===== src/rtl/rob_commit.sv =====
// rob_commit: in-order dual-allocate, dual-writeback, dual-retire reorder buffer
// Ports:
//   clk, rst                    clock, synchronous active-high reset
//   flush                       squash every entry on the next edge
//   alloc_N_valid/has_rd/rd     rename-side allocation requests (slot 0 older)
//   alloc_ready, alloc_N_tag    at least two free entries; tags handed to rename
//   wb_N_valid/tag/data         writeback buses
//   commit_N_retire/we/addr/data/tag  in-order retirement to the register file
//   rob_count, rob_empty        occupancy
// Optional feature: define ROB_WB_BYPASS_EN to let a same-cycle writeback make
// the head candidates retire immediately with the bus data.
module rob_commit #(
   parameter int ROB_DEPTH = 32,
   parameter int TAG_WIDTH = $clog2(ROB_DEPTH),
   parameter int DATA_W    = 32,
   parameter int AREG_W    = 5
) (
   input  logic                 clk,
   input  logic                 rst,
   input  logic                 flush,
   input  logic                 alloc_0_valid,
   input  logic                 alloc_1_valid,
   input  logic                 alloc_0_has_rd,
   input  logic                 alloc_1_has_rd,
   input  logic [AREG_W-1:0]    alloc_0_rd,
   input  logic [AREG_W-1:0]    alloc_1_rd,
   output logic                 alloc_ready,
   output logic [TAG_WIDTH-1:0] alloc_0_tag,
   output logic [TAG_WIDTH-1:0] alloc_1_tag,
   input  logic                 wb_0_valid,
   input  logic                 wb_1_valid,
   input  logic [TAG_WIDTH-1:0] wb_0_tag,
   input  logic [TAG_WIDTH-1:0] wb_1_tag,
   input  logic [DATA_W-1:0]    wb_0_data,
   input  logic [DATA_W-1:0]    wb_1_data,
   output logic                 commit_0_retire,
   output logic                 commit_1_retire,
   output logic                 commit_0_we,
   output logic                 commit_1_we,
   output logic [AREG_W-1:0]    commit_0_addr,
   output logic [AREG_W-1:0]    commit_1_addr,
   output logic [DATA_W-1:0]    commit_0_data,
   output logic [DATA_W-1:0]    commit_1_data,
   output logic [TAG_WIDTH-1:0] commit_0_tag,
   output logic [TAG_WIDTH-1:0] commit_1_tag,
   output logic [TAG_WIDTH:0]   rob_count,
   output logic                 rob_empty
);
   localparam logic [TAG_WIDTH:0] CMAX = (TAG_WIDTH+1)'(ROB_DEPTH - 2);
   logic [TAG_WIDTH-1:0] head, tail, h1, t1;
   logic [TAG_WIDTH:0]   count, na, nr;
   logic [ROB_DEPTH-1:0] valid, ready, has_rd;
   logic [AREG_W-1:0]    rd_q   [ROB_DEPTH];
   logic [DATA_W-1:0]    data_q [ROB_DEPTH];
   logic                 a0, a1, b0, b1;
   logic [DATA_W-1:0]    d0, d1;
   assign h1 = head + TAG_WIDTH'(1);
   assign t1 = tail + TAG_WIDTH'(1);
   assign alloc_ready = count <= CMAX;
   assign alloc_0_tag = tail;
   assign alloc_1_tag = t1;
   assign a0 = alloc_ready & alloc_0_valid & ~flush;
   assign a1 = a0 & alloc_1_valid;
`ifdef ROB_WB_BYPASS_EN
   // A not-yet-ready candidate hit by a bus this cycle takes that bus's data.
   logic m00, m01, m10, m11;
   always_comb begin
      m00 = wb_0_valid & (wb_0_tag == head) & ~ready[head];
      m01 = wb_1_valid & (wb_1_tag == head) & ~ready[head];
      m10 = wb_0_valid & (wb_0_tag == h1) & ~ready[h1];
      m11 = wb_1_valid & (wb_1_tag == h1) & ~ready[h1];
      b0  = m00 | m01;
      b1  = m10 | m11;
      d0  = m00 ? wb_0_data : m01 ? wb_1_data : data_q[head];
      d1  = m10 ? wb_0_data : m11 ? wb_1_data : data_q[h1];
   end
`else
   assign b0 = 1'b0;
   assign b1 = 1'b0;
   assign d0 = data_q[head];
   assign d1 = data_q[h1];
`endif
   assign commit_0_retire = ~flush & valid[head] & (ready[head] | b0);
   assign commit_1_retire = commit_0_retire & valid[h1] & (ready[h1] | b1);
   assign commit_0_we   = commit_0_retire & has_rd[head] & (rd_q[head] != '0);
   assign commit_1_we   = commit_1_retire & has_rd[h1] & (rd_q[h1] != '0);
   assign commit_0_addr = rd_q[head];
   assign commit_1_addr = rd_q[h1];
   assign commit_0_data = d0;
   assign commit_1_data = d1;
   assign commit_0_tag  = head;
   assign commit_1_tag  = h1;
   assign na = (TAG_WIDTH+1)'(a0) + (TAG_WIDTH+1)'(a1);
   assign nr = (TAG_WIDTH+1)'(commit_0_retire) + (TAG_WIDTH+1)'(commit_1_retire);
   assign rob_count = count;
   assign rob_empty = count == '0;
   // Retire clears come after writeback so a bypassed head entry ends up free.
   always_ff @(posedge clk) begin
      if (rst || flush) begin
         head  <= '0;
         tail  <= '0;
         count <= '0;
         valid <= '0;
         ready <= '0;
      end else begin
         if (wb_0_valid && valid[wb_0_tag]) begin
            ready[wb_0_tag]  <= 1'b1;
            data_q[wb_0_tag] <= wb_0_data;
         end
         if (wb_1_valid && valid[wb_1_tag]) begin
            ready[wb_1_tag]  <= 1'b1;
            data_q[wb_1_tag] <= wb_1_data;
         end
         if (commit_0_retire) begin
            valid[head] <= 1'b0;
            ready[head] <= 1'b0;
         end
         if (commit_1_retire) begin
            valid[h1] <= 1'b0;
            ready[h1] <= 1'b0;
         end
         if (a0) begin
            valid[tail]  <= 1'b1;
            ready[tail]  <= 1'b0;
            has_rd[tail] <= alloc_0_has_rd;
            rd_q[tail]   <= alloc_0_rd;
         end
         if (a1) begin
            valid[t1]  <= 1'b1;
            ready[t1]  <= 1'b0;
            has_rd[t1] <= alloc_1_has_rd;
            rd_q[t1]   <= alloc_1_rd;
         end
         head  <= head + TAG_WIDTH'(commit_0_retire) + TAG_WIDTH'(commit_1_retire);
         tail  <= tail + TAG_WIDTH'(a0) + TAG_WIDTH'(a1);
         count <= count + na - nr;
      end
   end
endmodule


===== config.mk =====
export PLATFORM = sky130hd
export DESIGN_NAME = rob_commit
export DESIGN_NICKNAME = d
export VERILOG_FILES = /design/src/rtl/rob_commit.sv
export SDC_FILE = /design/constraint.sdc
export NUM_CORES = 2
export LEC_CHECK = 0
export BUFFER_PORTS_ARGS = -buffer_cell sky130_fd_sc_hd__buf_2
export CORE_ASPECT_RATIO = 1.4
export CORE_MARGIN = 4
export CORE_UTILIZATION = 50
export CTS_CLUSTER_DIAMETER = 120
export DETAILED_ROUTE_END_ITERATION = 16
export HOLD_SLACK_MARGIN = 0.08
export PLACE_DENSITY = 0.64
export SETUP_SLACK_MARGIN = 0.1
export SYNTH_ARGS = -nofsm -noshare
export SYNTH_HDL_FRONTEND = slang
export SYNTH_SLANG_ARGS = --single-unit

===== constraint.sdc =====
create_clock -name clk -period 10.5 [get_ports clk]
set_input_delay 0.525 -clock clk [delete_from_list [all_inputs] [get_ports clk]]
set_output_delay 0.525 -clock clk [all_outputs]
set_load 0.03 [all_outputs]

==> flow_summary.ini <==
[floorplanning]
dieArea_um2 = 163000
fp.coreArea_um2 = 156000
num_rows = 171
die_y_um = 477
start_util = 0.504
die_w_um = 343
num_io_pins = 199

[global_route]
grt_max_degree = 137
grt_pass1_vias = 53100
grt.overflow.total = 0
gr-usage-all-layers = 0.364
grt_pass1_wl_mm = 416
antenna_found_initial = 62

[synth]
ys_seq_area_frac = 0.486
ys_seq_elements = 1296
ys.flop_type = edfxtp_1
synth_area_leaders = edfxtp_1 47%, mux4_2 20%, mux2_2 15%, mux2_1 2.2%, dfxtp_1 2.0%
synth_top_area_frac = 0.466
syn_avg_cell_area_um2 = 15.2
yosysUniqueCellTypes = 87
synth_area_um2 = 78400
async_reset_ff_frac = 0
synth_edf_count = 1216
yosysTopAreaCell = edfxtp_1
synth_fp_nets = 5291
syn_inst = 5168
synth_warnings = 0

[clock_network]
clock_path_buffers = 3
holdBufCountCts = 0
clkTransAtPathRegs_ns = 0.06
htreeDepth = 4
clock-sinks = 1296
cts_setup_buffers = 0
cts_buffers = 140
cts-resized-gates = 0
clock_latency_ns = 0.81
cts_tree = done
cts-root-buf = clkbuf_16

[outcome]
outcome = finished clean

[cells_and_area]
multiInputGateArea_um2 = 37900
regArea_um2 = 38100
drive_gt1_frac = 0.460
fin_util = 0.550
instances_no_fill = 7267
fillerInstances = 12500
syn2layout_area_growth_pct = 9.06
finalNetCount = 5154

[timing]
period_minus_slack_ns = 6.55
period_share = 0.624
finalMaxSlewViolations = 0
hold_viol_final = 0
setup_viol = 0
tightest_slew_ns = 1.44
slew_headroom = 0.0311
holdWs_ns = 0.385
tns_ns = 0
fmax_mhz = 153
fin_worst_skew_ns = 0.0255
rsz0062_at_grt = no
fin_ws_ns = 3.95

[routing]
wl_per_cell_um = 41.4
first_iter_violations = 7921
avgViaCountPerCell = 7.41
ant_nets = 0
wirelength_mm = 301
dr.pass1.iters = 6
remaining_drc_errors = 0
vias = 53900

[worst_setup_path]
crit_type = reg2out
timing.rr.end = rob_count[5]
cp-endpoint = commit_1_we
critPathLaunch = commit_0_tag[1]
cp-end-kind = output pin
r2r_slack_ns = 4.32
critPathLaunchType = flip-flop
worstPathRequired_ns = 9.98
reg2reg_from = commit_0_tag[1]
r2r_cells = 20
arrival_ns = 6.03
crit_fanout = 33

[power_and_ir_drop]
leakagePower_nw = 26.1
vdd_drop_max_mv = 0.158
powerDensity_nw_per_um2 = 130

[place]
portBuffers = 198
hpwlAfterDp_mm = 174
gp_congestion = 1.05
dp_worst_setup_slack_ns = 4.55
dp_cells = 6964

[job]
max_cap_violations = 0

[hold_path]
hp-class = in2reg
-- where the power goes --
| part | internal (mW) | total (mW) | switching (mW) |
|---|---|---|---|
| clock | 2.70 | 4.90 | 2.19 |
| combinational | 0.217 | 0.531 | 0.313 |
| sequential | 5.66 | 5.68 | 0.0130 |
-- through the flow --
stage	total power [mW]	instance area (µm²)
after global placement	6.29	81000
final	11.1	85500
after floorplan	6.16	78400
after global routing	11.4	85400
after detailed placement	6.30	81000
after CTS	11.1	85400
-- critical path, cell delays in order, from the launching register on --
cell	delay [ns]
dfxtp_4	0.77
ha_1	0.70
nand2_1	0.45
o21a_2	0.32
buf_4	0.38
inv_2	0.15
buf_4	0.70
nand2_1	0.27
o221a_2	0.37
or4_1	0.63
o211a_1	0.27
buf_2	0.18
-- flip-flops by register name, summed over array words and instances (netlist names) --
register,flops
commit_0_tag,5
has_rd,32
rd_q,160
alloc_0_tag,5
ready,32
rob_count,6
valid,32
data_q,1024
-- per-layer routing --
metal | track usage | wire, µm | vias to the layer above | part of all wire
li1 | - | - | 20800 | -
met1 | 0.451 | 103000 | 27900 | 0.34
met2 | 0.551 | 136000 | 4044 | 0.45
met3 | 0.112 | 37100 | 1134 | 0.12
met4 | 0.238 | 24000 | 32 | 0.080
met5 | 0 | 213 | - | 0.00071
-- Yosys cell counts (8+ instances only) --
| cell type | count |
|---|---|
| o31ai_1 | 20 |
| dfxtp_1 | 80 |
| o22ai_1 | 18 |
| nor3_1 | 35 |
| nor4_1 | 28 |
| nor3b_1 | 15 |
| mux4_2 | 689 |
| nand4_1 | 48 |
| nand2b_1 | 12 |
| xnor2_1 | 8 |
| inv_1 | 68 |
| mux2_2 | 1037 |
| and3_1 | 34 |
| a21oi_1 | 60 |
| mux2_1 | 152 |
| a211oi_1 | 12 |
| buf_2 | 204 |
| o21bai_1 | 12 |
| nand2_1 | 271 |
| buf_4 | 22 |
| and2_1 | 18 |
| buf_1 | 39 |
| edfxtp_1 | 1216 |
| a2111oi_0 | 8 |
| nor4_2 | 33 |
| nand3_1 | 39 |
| ha_1 | 26 |
| a22oi_1 | 190 |
| clkbuf_1 | 344 |
| nor2_1 | 164 |
| nor2b_1 | 10 |
| o21ai_0 | 15 |
| mux2i_1 | 68 |
| o211ai_1 | 10 |
-- worst min-delay path by stage --
stage                     end  slack (ns)  cells after the start  startpoint
global route         ready[0]        0.39                      4  wb_0_valid
CTS                  ready[0]        0.33                      4  wb_0_valid
finish               ready[0]        0.38                      4  wb_0_valid
global placement    ready[17]        0.48                      2   ready[17]
detailed placement  ready[10]        0.48                      2   ready[10]
floorplan           ready[10]        0.44                      2   ready[10]
-- cells in the final DEF, fill, tap and decap left out, types with 33 or more instances in the layout --
master,count
clkbuf_16,141
nor4_4,33
clkinv_1,42
edfxtp_1,1216
and3_1,34
nor3_1,33
nand2_1,271
a21oi_1,56
inv_1,66
dfxtp_1,78
buf_2,198
nand4_1,48
a22oi_1,190
mux2i_1,68
mux2_2,1037
nor2_1,132
diode_2,50
mux2_1,152
buf_4,134
mux4_2,689
nand3_1,39
-- cell families after synthesis --
kind of cell | count (synthesis) | share of synthesized area
AND/OR/NAND/NOR | 755 | 0.0499
buffers and inverters | 687 | 0.0379
flip-flops | 1296 | 0.486
AO/OA/AOI/OAI | 439 | 0.0417
XOR/XNOR | 15 | 0.00177
multiplexers | 1946 | 0.377
adder cells (fa/ha/maj) | 30 | 0.00517
-- final cells by class --
| cell class | count | area share |
|---|---|---|
| Sequential cell | 1296 | 0.446 |
| Inverter | 71 | 0.00319 |
| Antenna cell | 50 | 0.00146 |
| Tap cell | 2076 | 0.0304 |
| Multi-Input combinational cell | 3185 | 0.444 |
| Clock inverter | 83 | 0.00852 |
| Timing Repair Buffer | 337 | 0.0244 |
| Clock buffer | 169 | 0.0426 |
Power figures use the tool's default switching activity.
